### src/rtl/regfile_pkg.sv
// Shared definitions for the bypassing register file and its debug dump engine.
package regfile_pkg;

   // Dump engine states.
   typedef enum logic [1:0] {
      DUMP_IDLE = 2'd0,
      DUMP_RUN  = 2'd1,
      DUMP_DONE = 2'd2
   } dump_state_e;

   // Default $gp / $sp placement and reset contents.
   localparam int          GP_IDX_DEF  = 28;
   localparam logic [31:0] GP_INIT_DEF = 32'h10008000;
   localparam int          SP_IDX_DEF  = 29;
   localparam logic [31:0] SP_INIT_DEF = 32'h7ffffffc;

   // Widest word merge_bytes handles; callers cast their operands up and the result back down.
   localparam int MERGE_MAX_W  = 256;
   localparam int MERGE_MAX_BE = MERGE_MAX_W / 8;

   // Byte-granular merge: bytes with be set come from nw, the rest keep old_v.
   function automatic logic [MERGE_MAX_W-1:0] merge_bytes(
      input logic [MERGE_MAX_W-1:0]  old_v,
      input logic [MERGE_MAX_W-1:0]  nw,
      input logic [MERGE_MAX_BE-1:0] be
   );
      logic [MERGE_MAX_W-1:0] r;
      for (int k = 0; k < MERGE_MAX_BE; k++) begin
         r[8*k +: 8] = be[k] ? nw[8*k +: 8] : old_v[8*k +: 8];
      end
      return r;
   endfunction

endpackage

### src/rtl/regfile_dump_fsm.sv
// Dump sequencer: walks dump_idx from 0 to the last register under a valid/ready handshake.
module regfile_dump_fsm
   import regfile_pkg::*;
#(
   parameter int ADDR_W = 5
) (
   input  logic              clk,
   input  logic              reset,
   input  logic              dump_start,
   input  logic              dump_ready,
   output logic              dump_valid,
   output logic [ADDR_W-1:0] dump_idx,
   output logic              dump_busy,
   output logic              dump_done
);

   dump_state_e       state_q, state_d;
   logic [ADDR_W-1:0] idx_q, idx_d;

   // State and index registers; an asynchronous reset abandons any dump in progress.
   always_ff @(posedge clk or negedge reset) begin
      if (!reset) begin
         state_q <= DUMP_IDLE;
         idx_q   <= '0;
      end else begin
         state_q <= state_d;
         idx_q   <= idx_d;
      end
   end

   // Next-state, index advance on each transfer, and handshake outputs.
   always_comb begin
      state_d    = state_q;
      idx_d      = idx_q;
      dump_valid = 1'b0;
      dump_busy  = 1'b0;
      dump_done  = 1'b0;
      case (state_q)
         DUMP_IDLE: begin
            idx_d = '0;
            if (dump_start) state_d = DUMP_RUN;
         end
         DUMP_RUN: begin
            dump_valid = 1'b1;
            dump_busy  = 1'b1;
            if (dump_ready) begin
               // Register count is a power of two, so the last index is all ones.
               if (&idx_q) state_d = DUMP_DONE;
               else        idx_d   = idx_q + ADDR_W'(1);
            end
         end
         DUMP_DONE: begin
            dump_busy = 1'b1;
            dump_done = 1'b1;
            state_d   = DUMP_IDLE;
            idx_d     = '0;
         end
         default: begin
            state_d = DUMP_IDLE;
            idx_d   = '0;
         end
      endcase
   end

   assign dump_idx = idx_q;

endmodule

### src/rtl/regfile_bypass_dump.sv
// Register file with byte-enabled writes, optional write-to-read bypass and a debug dump port.
module regfile_bypass_dump
   import regfile_pkg::*;
#(
   parameter int                DATA_W  = 32,
   parameter int                NREG    = 32,
   parameter int                ADDR_W  = $clog2(NREG),
   parameter int                BYPASS  = 1,
   parameter int                GP_IDX  = GP_IDX_DEF,
   parameter logic [DATA_W-1:0] GP_INIT = DATA_W'(GP_INIT_DEF),
   parameter int                SP_IDX  = SP_IDX_DEF,
   parameter logic [DATA_W-1:0] SP_INIT = DATA_W'(SP_INIT_DEF)
) (
   input  logic                clk,
   input  logic                reset,
   input  logic                we,
   input  logic [DATA_W/8-1:0] wbe,
   input  logic [ADDR_W-1:0]   wa,
   input  logic [DATA_W-1:0]   wd,
   input  logic [ADDR_W-1:0]   ra1,
   input  logic [ADDR_W-1:0]   ra2,
   output logic [DATA_W-1:0]   rd1,
   output logic [DATA_W-1:0]   rd2,
   input  logic                dump_start,
   input  logic                dump_ready,
   output logic                dump_valid,
   output logic [ADDR_W-1:0]   dump_idx,
   output logic [DATA_W-1:0]   dump_data,
   output logic                dump_busy,
   output logic                dump_done
);

   logic [DATA_W-1:0] regs [NREG];
   logic              wr_en;
   logic [DATA_W-1:0] wr_merged;
   logic              hit1, hit2, hitd;

   // Register 0 is never written, so it keeps its cleared reset value.
   assign wr_en = we && (wa != '0);

   // The word that lands in regs[wa] at the edge; also the bypass value for any reader of wa.
   assign wr_merged = DATA_W'(merge_bytes(MERGE_MAX_W'(regs[wa]), MERGE_MAX_W'(wd),
                                          MERGE_MAX_BE'(wbe)));

   // Storage: preset $gp/$sp on reset, byte-merged update otherwise.
   always_ff @(posedge clk or negedge reset) begin
      if (!reset) begin
         for (int i = 0; i < NREG; i++) begin
            if (i == GP_IDX)      regs[i] <= GP_INIT;
            else if (i == SP_IDX) regs[i] <= SP_INIT;
            else                  regs[i] <= '0;
         end
      end else if (wr_en) begin
         regs[wa] <= wr_merged;
      end
   end

   // A bypass hit requires a live write to the same non-zero address.
   assign hit1 = (BYPASS != 0) && wr_en && (wa == ra1);
   assign hit2 = (BYPASS != 0) && wr_en && (wa == ra2);
   assign hitd = (BYPASS != 0) && wr_en && (wa == dump_idx);

   assign rd1       = (ra1 == '0)      ? '0 : (hit1 ? wr_merged : regs[ra1]);
   assign rd2       = (ra2 == '0)      ? '0 : (hit2 ? wr_merged : regs[ra2]);
   assign dump_data = (dump_idx == '0) ? '0 : (hitd ? wr_merged : regs[dump_idx]);

   regfile_dump_fsm #(
      .ADDR_W (ADDR_W)
   ) u_dump_fsm (
      .clk        (clk),
      .reset      (reset),
      .dump_start (dump_start),
      .dump_ready (dump_ready),
      .dump_valid (dump_valid),
      .dump_idx   (dump_idx),
      .dump_busy  (dump_busy),
      .dump_done  (dump_done)
   );

endmodule
### config.mk
export PLATFORM = sky130hd
export DESIGN_NAME = regfile_bypass_dump
export DESIGN_NICKNAME = d
export VERILOG_FILES = /design/src/rtl/regfile_pkg.sv /design/src/rtl/regfile_dump_fsm.sv /design/src/rtl/regfile_bypass_dump.sv
export SDC_FILE = /design/constraint.sdc
export NUM_CORES = 2
export LEC_CHECK = 0
export ABC_CLOCK_PERIOD_IN_PS = 6300
export CELL_PAD_IN_SITES_DETAIL_PLACEMENT = 2
export CELL_PAD_IN_SITES_GLOBAL_PLACEMENT = 2
export CORE_MARGIN = 10
export CORE_UTILIZATION = 47
export DETAILED_ROUTE_END_ITERATION = 6
export PLACE_DENSITY = 0.95
export SLEW_MARGIN = 10
export SYNTH_ARGS = -nofsm -noshare
export SYNTH_HDL_FRONTEND = slang
export SYNTH_SLANG_ARGS = --single-unit
### constraint.sdc
create_clock -name clk -period 6.3 [get_ports clk]
set_input_delay 1.26 -clock clk [delete_from_list [all_inputs] [get_ports clk]]
set_output_delay 1.26 -clock clk [all_outputs]
set_load 0.005 [all_outputs]
==> report_table.html, run 1 <==
<table>
<tr><th>Metric</th><th>Value</th></tr>
<tr><th colspan="2">Run status</th></tr>
<tr><td>Outcome</td><td>did not finish</td></tr>
<tr><td>Stopped at</td><td>5_1_grt</td></tr>
<tr><td>First error</td><td>[ERROR GRT-0232] Routing congestion too high. Check the congestion heatmap in the GUI.</td></tr>
<tr><th colspan="2">Floorplan</th></tr>
<tr><td>Effective utilization at floorplan</td><td>0.4737</td></tr>
<tr><td>Die outline height</td><td>406.0 µm</td></tr>
<tr><td>Rows</td><td>141</td></tr>
<tr><td>I/O Pins</td><td>160</td></tr>
<tr><td>Horiz. Die Dim</td><td>406.0 µm</td></tr>
<tr><th colspan="2">Yosys</th></tr>
<tr><td>Net count after synthesis</td><td>6,310</td></tr>
<tr><td>Fraction of synthesis flops using an asynchronous set or reset pin</td><td>1.000</td></tr>
<tr><td>Portion of synthesized cell area occupied by the leading cell type</td><td>0.3573</td></tr>
<tr><td>YS warnings</td><td>0</td></tr>
<tr><td>Gate count of the mapped netlist</td><td>6,248</td></tr>
<tr><td>Sequential cell area fraction in the yosys report</td><td>0.3690</td></tr>
<tr><td>Number of synthesized flops with an enable pin</td><td>0</td></tr>
<tr><td>Area contributors post-synth</td><td>sky130_fd_sc_hd__dfrtp_1, sky130_fd_sc_hd__mux4_2, sky130_fd_sc_hd__o21ai_0</td></tr>
<tr><td>Mapped cell area</td><td>70,030 µm²</td></tr>
<tr><td>Average cell area after synthesis</td><td>11.21 µm²</td></tr>
<tr><td>Main synth FF type</td><td>sky130_fd_sc_hd__dfrtp_1</td></tr>
<tr><td>Most area-hungry cell type in the Yosys netlist</td><td>sky130_fd_sc_hd__dfrtp_1</td></tr>
<tr><td>Number of synthesized register bits</td><td>1,031</td></tr>
<tr><td>Post-synth cell types</td><td>62</td></tr>
<tr><th colspan="2">Placed design</th></tr>
<tr><td>Count of placed standard cells including taps</td><td>7,926</td></tr>
<tr><td>Last weighted congestion value of the routability-driven placer</td><td>0.9818</td></tr>
<tr><td>Post-detail-place hpwl</td><td>259,500 µm</td></tr>
<tr><td>Port buffer count</td><td>159</td></tr>
<tr><th colspan="2">GRT</th></tr>
<tr><td>Total grt overflow</td><td>232</td></tr>
<tr><td>Global Route Usage Sum</td><td>0.8418</td></tr>
<tr><td>Largest net degree at the start of global routing</td><td>138</td></tr>
<tr><td>Antenna violations before repair</td><td>144</td></tr>
<tr><th colspan="2">STA</th></tr>
<tr><td>Worst endpoint, post-GRT repair</td><td>rd2[20]</td></tr>
<tr><td>Type of pin the worst path ends at</td><td>output port</td></tr>
<tr><th colspan="2">Clock network</th></tr>
<tr><td>Post-CTS setup-driven buffer insertion count</td><td>0</td></tr>
<tr><td>Total of cells resized after clock tree synthesis</td><td>0</td></tr>
<tr><td># clock sinks</td><td>1,031</td></tr>
<tr><td>Clock Tree Buf Depth</td><td>3</td></tr>
<tr><td>Number of H-tree levels</td><td>3</td></tr>
<tr><td>Inserted Clock Buffers</td><td>118</td></tr>
<tr><td>Cell at the root of the clock tree</td><td>sky130_fd_sc_hd__clkbuf_16</td></tr>
<tr><td>Number of buffers added to fix hold violations after cts</td><td>0</td></tr>
</table>
routing by layer:
metal  GRT overflow  track usage
met5              5       0.7214
met4            115       0.8009
met3             22       0.8211
met2             73       0.9168
met1             17       0.8174
cell usage after synthesis, types with 5 or more instances:
cell                       count
sky130_fd_sc_hd__nand4_1      15
sky130_fd_sc_hd__nand2_1    1180
sky130_fd_sc_hd__a21oi_1     196
sky130_fd_sc_hd__o22ai_2      21
sky130_fd_sc_hd__nor2b_1      75
sky130_fd_sc_hd__a22oi_1     152
sky130_fd_sc_hd__xnor2_1      15
sky130_fd_sc_hd__mux2_2       17
sky130_fd_sc_hd__dfstp_2      31
sky130_fd_sc_hd__ha_1          6
sky130_fd_sc_hd__nor2_1       41
sky130_fd_sc_hd__o21ai_1     116
sky130_fd_sc_hd__a32oi_1      22
sky130_fd_sc_hd__clkbuf_2      7
sky130_fd_sc_hd__a221oi_1     36
sky130_fd_sc_hd__mux2i_1     322
sky130_fd_sc_hd__and2_1       10
sky130_fd_sc_hd__buf_2       164
sky130_fd_sc_hd__o21ai_0     989
sky130_fd_sc_hd__nand3_1      69
sky130_fd_sc_hd__dfrtp_1    1000
sky130_fd_sc_hd__buf_4        34
sky130_fd_sc_hd__nand4b_1      5
sky130_fd_sc_hd__o22ai_1      18
sky130_fd_sc_hd__buf_1        41
sky130_fd_sc_hd__a31oi_1      13
sky130_fd_sc_hd__nor3_1        8
sky130_fd_sc_hd__buf_6         6
sky130_fd_sc_hd__mux4_2      962
sky130_fd_sc_hd__o211ai_1     60
sky130_fd_sc_hd__a211oi_1     78
sky130_fd_sc_hd__o21a_1        8
sky130_fd_sc_hd__inv_1        11
sky130_fd_sc_hd__clkbuf_1    468
through the flow:
step           area (µm²)  setup slack (ns)  hold WS [ns]
2_1_floorplan       70030             1.829        0.4744
3_3_place_gp        74440            0.1916        0.4157
3_5_place_dp        74440            0.1506        0.4368
4_1_cts             78580           0.05358        0.4663
logic make-up after synthesis:
| logic type | synth area share |
|---|---|
| AOI/OAI and AO/OA | 0.1419 |
| and+or+nand+nor | 0.08268 |
| muxes | 0.3581 |
| DFF | 0.3690 |
| buffers and inverters | 0.04502 |
| xor gates and xnor gates | 0.002251 |
| adders and majority gates | 0.001072 |
==> run 2, diff against run 1 <==
--- a/config.mk
+++ b/config.mk
@@ -6,12 +6,10 @@
 export NUM_CORES = 2
 export LEC_CHECK = 0
 export ABC_CLOCK_PERIOD_IN_PS = 6300
-export CELL_PAD_IN_SITES_DETAIL_PLACEMENT = 2
-export CELL_PAD_IN_SITES_GLOBAL_PLACEMENT = 2
 export CORE_MARGIN = 10
-export CORE_UTILIZATION = 47
+export CORE_UTILIZATION = 40
 export DETAILED_ROUTE_END_ITERATION = 6
-export PLACE_DENSITY = 0.95
+export PLACE_DENSITY_LB_ADDON = 0.15
 export SLEW_MARGIN = 10
 export SYNTH_ARGS = -nofsm -noshare
 export SYNTH_HDL_FRONTEND = slang
==> run 2 against run 1 <==
Against the previous run: the flow now finishes without violations; synthesized area unchanged; synthesized cell count stayed put.
==> report_table.html, run 2 <==
<table>
<tr><th>Metric</th><th>Value</th></tr>
<tr><th colspan="2">Yosys</th></tr>
<tr><td>Number of synthesized register bits</td><td>1,031 (unchanged)</td></tr>
<tr><td>Area contributors post-synth</td><td>sky130_fd_sc_hd__dfrtp_1, sky130_fd_sc_hd__mux4_2, sky130_fd_sc_hd__o21ai_0</td></tr>
<tr><td>Fraction of synthesis flops using an asynchronous set or reset pin</td><td>1.000 (unchanged)</td></tr>
<tr><td>Top-count cell post-synth</td><td>sky130_fd_sc_hd__nand2_1</td></tr>
<tr><td>Gate count of the mapped netlist</td><td>6,248 (unchanged)</td></tr>
<tr><td>Main synth FF type</td><td>sky130_fd_sc_hd__dfrtp_1</td></tr>
<tr><td>List of most frequent post-synthesis cells</td><td>sky130_fd_sc_hd__nand2_1, sky130_fd_sc_hd__dfrtp_1, sky130_fd_sc_hd__o21ai_0, sky130_fd_sc_hd__mux4_2, sky130_fd_sc_hd__clkbuf_1</td></tr>
<tr><td>Sequential cell area fraction in the yosys report</td><td>0.3690 (unchanged)</td></tr>
<tr><td>Average cell area after synthesis</td><td>11.21 µm² (unchanged)</td></tr>
<tr><td>Post-synth cell types</td><td>62 (unchanged)</td></tr>
<tr><td>Portion of synthesized cell area occupied by the leading cell type</td><td>0.3573 (unchanged)</td></tr>
<tr><td>Mapped cell area</td><td>70,030 µm² (unchanged)</td></tr>
<tr><td>YS warnings</td><td>0 (unchanged)</td></tr>
<tr><td>Net count after synthesis</td><td>6,310 (unchanged)</td></tr>
<tr><td>Number of synthesized flops with an enable pin</td><td>0 (unchanged)</td></tr>
<tr><td>Most area-hungry cell type in the Yosys netlist</td><td>sky130_fd_sc_hd__dfrtp_1</td></tr>
<tr><th colspan="2">Clock network</th></tr>
<tr><td>Cell at the root of the clock tree</td><td>sky130_fd_sc_hd__clkbuf_16</td></tr>
<tr><td>Post-CTS setup-driven buffer insertion count</td><td>0 (unchanged)</td></tr>
<tr><td>Clock Tree Buf Depth</td><td>3 (unchanged)</td></tr>
<tr><td>Worst skew pair latency</td><td>0.81 ns</td></tr>
<tr><td># clock sinks</td><td>1,031 (unchanged)</td></tr>
<tr><td>Number of H-tree levels</td><td>3 (unchanged)</td></tr>
<tr><td>Clock-pin transition on the worst setup and hold timing paths</td><td>0.06 ns</td></tr>
<tr><td>TritonCTS clock tree</td><td>built</td></tr>
<tr><td>Inserted Clock Buffers</td><td>118 (unchanged)</td></tr>
<tr><th colspan="2">Placed design</th></tr>
<tr><td>Last weighted congestion value of the routability-driven placer</td><td>0.9524 (-3.0%)</td></tr>
<tr><td>Port buffer count</td><td>159 (unchanged)</td></tr>
<tr><td>DP Area</td><td>75,510 µm² (+1.4%)</td></tr>
<tr><td>Post-detail-place hpwl</td><td>204,800 µm (-21%)</td></tr>
<tr><td>Count of placed standard cells including taps</td><td>8,386 (+5.8%)</td></tr>
<tr><th colspan="2">Power and ir drop</th></tr>
<tr><td>P_int</td><td>16.87 mW</td></tr>
<tr><td>Relative contribution of the clock network to total power</td><td>0.294</td></tr>
<tr><td>Share of power burned in combinational logic</td><td>0.334</td></tr>
<tr><td>Switch share</td><td>0.3512</td></tr>
<tr><td>Switching component of the power</td><td>9.133 mW</td></tr>
<tr><td>P per Cell Area</td><td>326.1 nW/µm²</td></tr>
<tr><td>Static leakage</td><td>32.08 nW</td></tr>
<tr><td>Maximum resistive drop on vdd</td><td>0.2572 mV</td></tr>
<tr><td>Part of the power in registers</td><td>0.371</td></tr>
<tr><th colspan="2">STA</th></tr>
<tr><td>Final Hold Slack</td><td>0.4458 ns</td></tr>
<tr><td>Hold violation total from the final report</td><td>0</td></tr>
<tr><td>RSZ-0062 raised after global routing</td><td>false</td></tr>
<tr><td>Achievable clock frequency</td><td>161.8 MHz</td></tr>
<tr><td>Min Tclk post-route</td><td>6.179 ns</td></tr>
<tr><td>Pin slew with the least headroom to its limit</td><td>1.287 ns</td></tr>
<tr><td>Setup_tns</td><td>0 ns</td></tr>
<tr><td>Worst slew slack as a fraction of its limit</td><td>0.1398</td></tr>
<tr><td>Max-slew violation count</td><td>0</td></tr>
<tr><td>Share of the clock period used by the worst path after layout</td><td>0.9809</td></tr>
<tr><td>Final clock skew</td><td>0.03328 ns</td></tr>
<tr><td>Count of final setup violators</td><td>0</td></tr>
<tr><th colspan="2">Cells and area</th></tr>
<tr><td>Utilization after layout</td><td>0.4583</td></tr>
<tr><td>Register with the most flip-flops</td><td>regs</td></tr>
<tr><td>Area growth syn-to-layout</td><td>13.87%</td></tr>
<tr><td>Total number of nets in the final design</td><td>6,243</td></tr>
<tr><td>Largest register FFs</td><td>1,024</td></tr>
<tr><td>Cell area after layout</td><td>79,750 µm²</td></tr>
<tr><td>Most common cell after layout, fill and taps aside</td><td>sky130_fd_sc_hd__nand2_1</td></tr>
<tr><td>Most used cells in the layout excluding fill and tap cells</td><td>sky130_fd_sc_hd__nand2_1, sky130_fd_sc_hd__dfrtp_1, sky130_fd_sc_hd__o21ai_0</td></tr>
<tr><td>Post-route insts no fill</td><td>8,613</td></tr>
<tr><td>Proportion of layout cells with a drive suffix above 1</td><td>0.2713</td></tr>
<tr><th colspan="2">GRT</th></tr>
<tr><td>Global-route wire length before repair</td><td>453,500 µm</td></tr>
<tr><td>Antenna violations before repair</td><td>13</td></tr>
<tr><td>Via count of the first global-routing pass</td><td>57,090</td></tr>
<tr><td>Total grt overflow</td><td>0</td></tr>
<tr><td>Global Route Usage Sum</td><td>0.3272</td></tr>
<tr><td>Largest net degree at the start of global routing</td><td>151</td></tr>
<tr><th colspan="2">Floorplan</th></tr>
<tr><td>Rows</td><td>153 (+8.5%)</td></tr>
<tr><td>Die area</td><td>192,200 µm²</td></tr>
<tr><td>Effective utilization at floorplan</td><td>0.4025 (-0.07125)</td></tr>
<tr><td>Die outline height</td><td>438.4 µm (+8.0%)</td></tr>
<tr><td>Horiz. Die Dim</td><td>438.4 µm (+8.0%)</td></tr>
<tr><td>Core area</td><td>174,000 µm²</td></tr>
<tr><td>I/O Pins</td><td>160 (unchanged)</td></tr>
<tr><th colspan="2">Detailed routing</th></tr>
<tr><td>Number of iterations in the first detailed-routing pass</td><td>6</td></tr>
<tr><td>Detailed Route WL</td><td>321,000 µm</td></tr>
<tr><td>Drt drc</td><td>0</td></tr>
<tr><td>Routed wirelength normalized by instance count</td><td>37.27 µm</td></tr>
<tr><td>First-iteration detailed-routing DRC count</td><td>8,698</td></tr>
<tr><td>Vias after detailed routing</td><td>59,470</td></tr>
<tr><td>Residual antenna-violating net count after detailed routing</td><td>0</td></tr>
<tr><td>Via density</td><td>6.905</td></tr>
<tr><th colspan="2">Setup path</th></tr>
<tr><td>Critical Path RT</td><td>5.04 ns</td></tr>
<tr><td>Setup slack of the worst register-to-register path</td><td>3.13 ns</td></tr>
<tr><td>Nature of the critical path startpoint</td><td>primary input</td></tr>
<tr><td>Endpoint arrival time on the critical path</td><td>4.92 ns</td></tr>
<tr><td>Endpoint type of the worst setup path</td><td>output pin</td></tr>
<tr><td>Worst Setup Path Type</td><td>in -&gt; out</td></tr>
<tr><td>Highest net fanout along the worst path</td><td>28</td></tr>
<tr><th colspan="2">Run status</th></tr>
<tr><td>Outcome</td><td>finished clean</td></tr>
<tr><th colspan="2">Flow run</th></tr>
<tr><td>Max-capacitance violation count</td><td>0</td></tr>
<tr><th colspan="2">Worst hold path</th></tr>
<tr><td>Class of the worst hold path</td><td>reg -&gt; reg</td></tr>
</table>
[run 2: cell counts after synthesis]
No cell type changed its count.
[run 2: worst paths after layout]
path | depth (start not counted) | to | from
setup reg to reg | 6 | regs[40] | regs[264]
max in group asynchronous | 2 | regs[189] | reset
hold reg to reg | 0 | regs[992] | regs[992]
hold / removal | 0 | regs[992] | regs[992]
setup / recovery | 8 | dump_data[8] | wa[0]
min in group asynchronous | 1 | regs[673] | reset
[run 2: metrics by stage]
| step | total power, mW | setup WS (ns) |
|---|---|---|
| 2_1_floorplan | 14.97 | 1.829 |
| 3_3_place_gp | 18.08 | 0.1054 |
| 3_5_place_dp | 18.24 | 0.2084 |
| 4_1_cts | 25.87 | 0.1940 |
| 5_1_grt | 27.04 | 0.06529 |
| 6_report | 26.01 | 0.1206 |
[run 2: cell families after synthesis]
kind of cell | share of synthesized area
flops | 0.3690
buf+inv | 0.04502
fa+ha+maj | 0.001072
xor+xnor | 0.002251
compound gates | 0.1419
mux | 0.3581
simple gates | 0.08268
[run 2: final cells by class]
| type | count | area [µm²] |
|---|---|---|
| multi-input combinational | 4480 | 41480 |
| clock buffer | 166 | 3426 |
| antenna | 7 | 17.52 |
| timing repair buffer | 533 | 5204 |
| sequential | 1031 | 25850 |
| tap | 2325 | 2909 |
| clock inverter | 54 | 792.0 |
| inverter | 17 | 67.56 |
| fill | 15940 | 94270 |
[run 2: power by group through the flow]
stage               Sequential (mW)  Combinational [mW]  Clock (mW)
floorplan                      8.96                6.00           0
global placement               9.59                8.49           0
detailed placement             9.67                8.57           0
CTS                            9.57                8.59        7.71
global route                   9.83                9.21        7.99
finish                         9.66                8.70        7.65
[run 2: layer usage]
layer	part of all wire	vias to the layer above	GRT usage
li1	-	23810	-
met1	0.38	30520	0.4290
met2	0.43	4099	0.4740
met3	0.11	1020	0.09370
met4	0.075	16	0.2102
met5	0.00054	-	0
[run 2: repair_timing]
| action | 4_1_cts | 5_1_grt |
|---|---|---|
| resized for setup | 0 | 1 |
| endpoints found under the setup margin | 0 | 1 |
| hold buffers | 0 | 0 |
| hold endpoints to repair | 0 | 0 |
[run 2: worst max-delay path, stage by stage]
cell and delay [ns]:
sky130_fd_sc_hd__buf_8 0.34, sky130_fd_sc_hd__buf_4 0.30, sky130_fd_sc_hd__mux4_2 0.60, sky130_fd_sc_hd__a221oi_1 0.58, sky130_fd_sc_hd__o31ai_1 0.19, sky130_fd_sc_hd__o22ai_2 0.70, sky130_fd_sc_hd__o21ai_0 0.35, sky130_fd_sc_hd__clkdlybuf4s50_1 0.54
No activity file was read; power rests on OpenSTA's default activity.
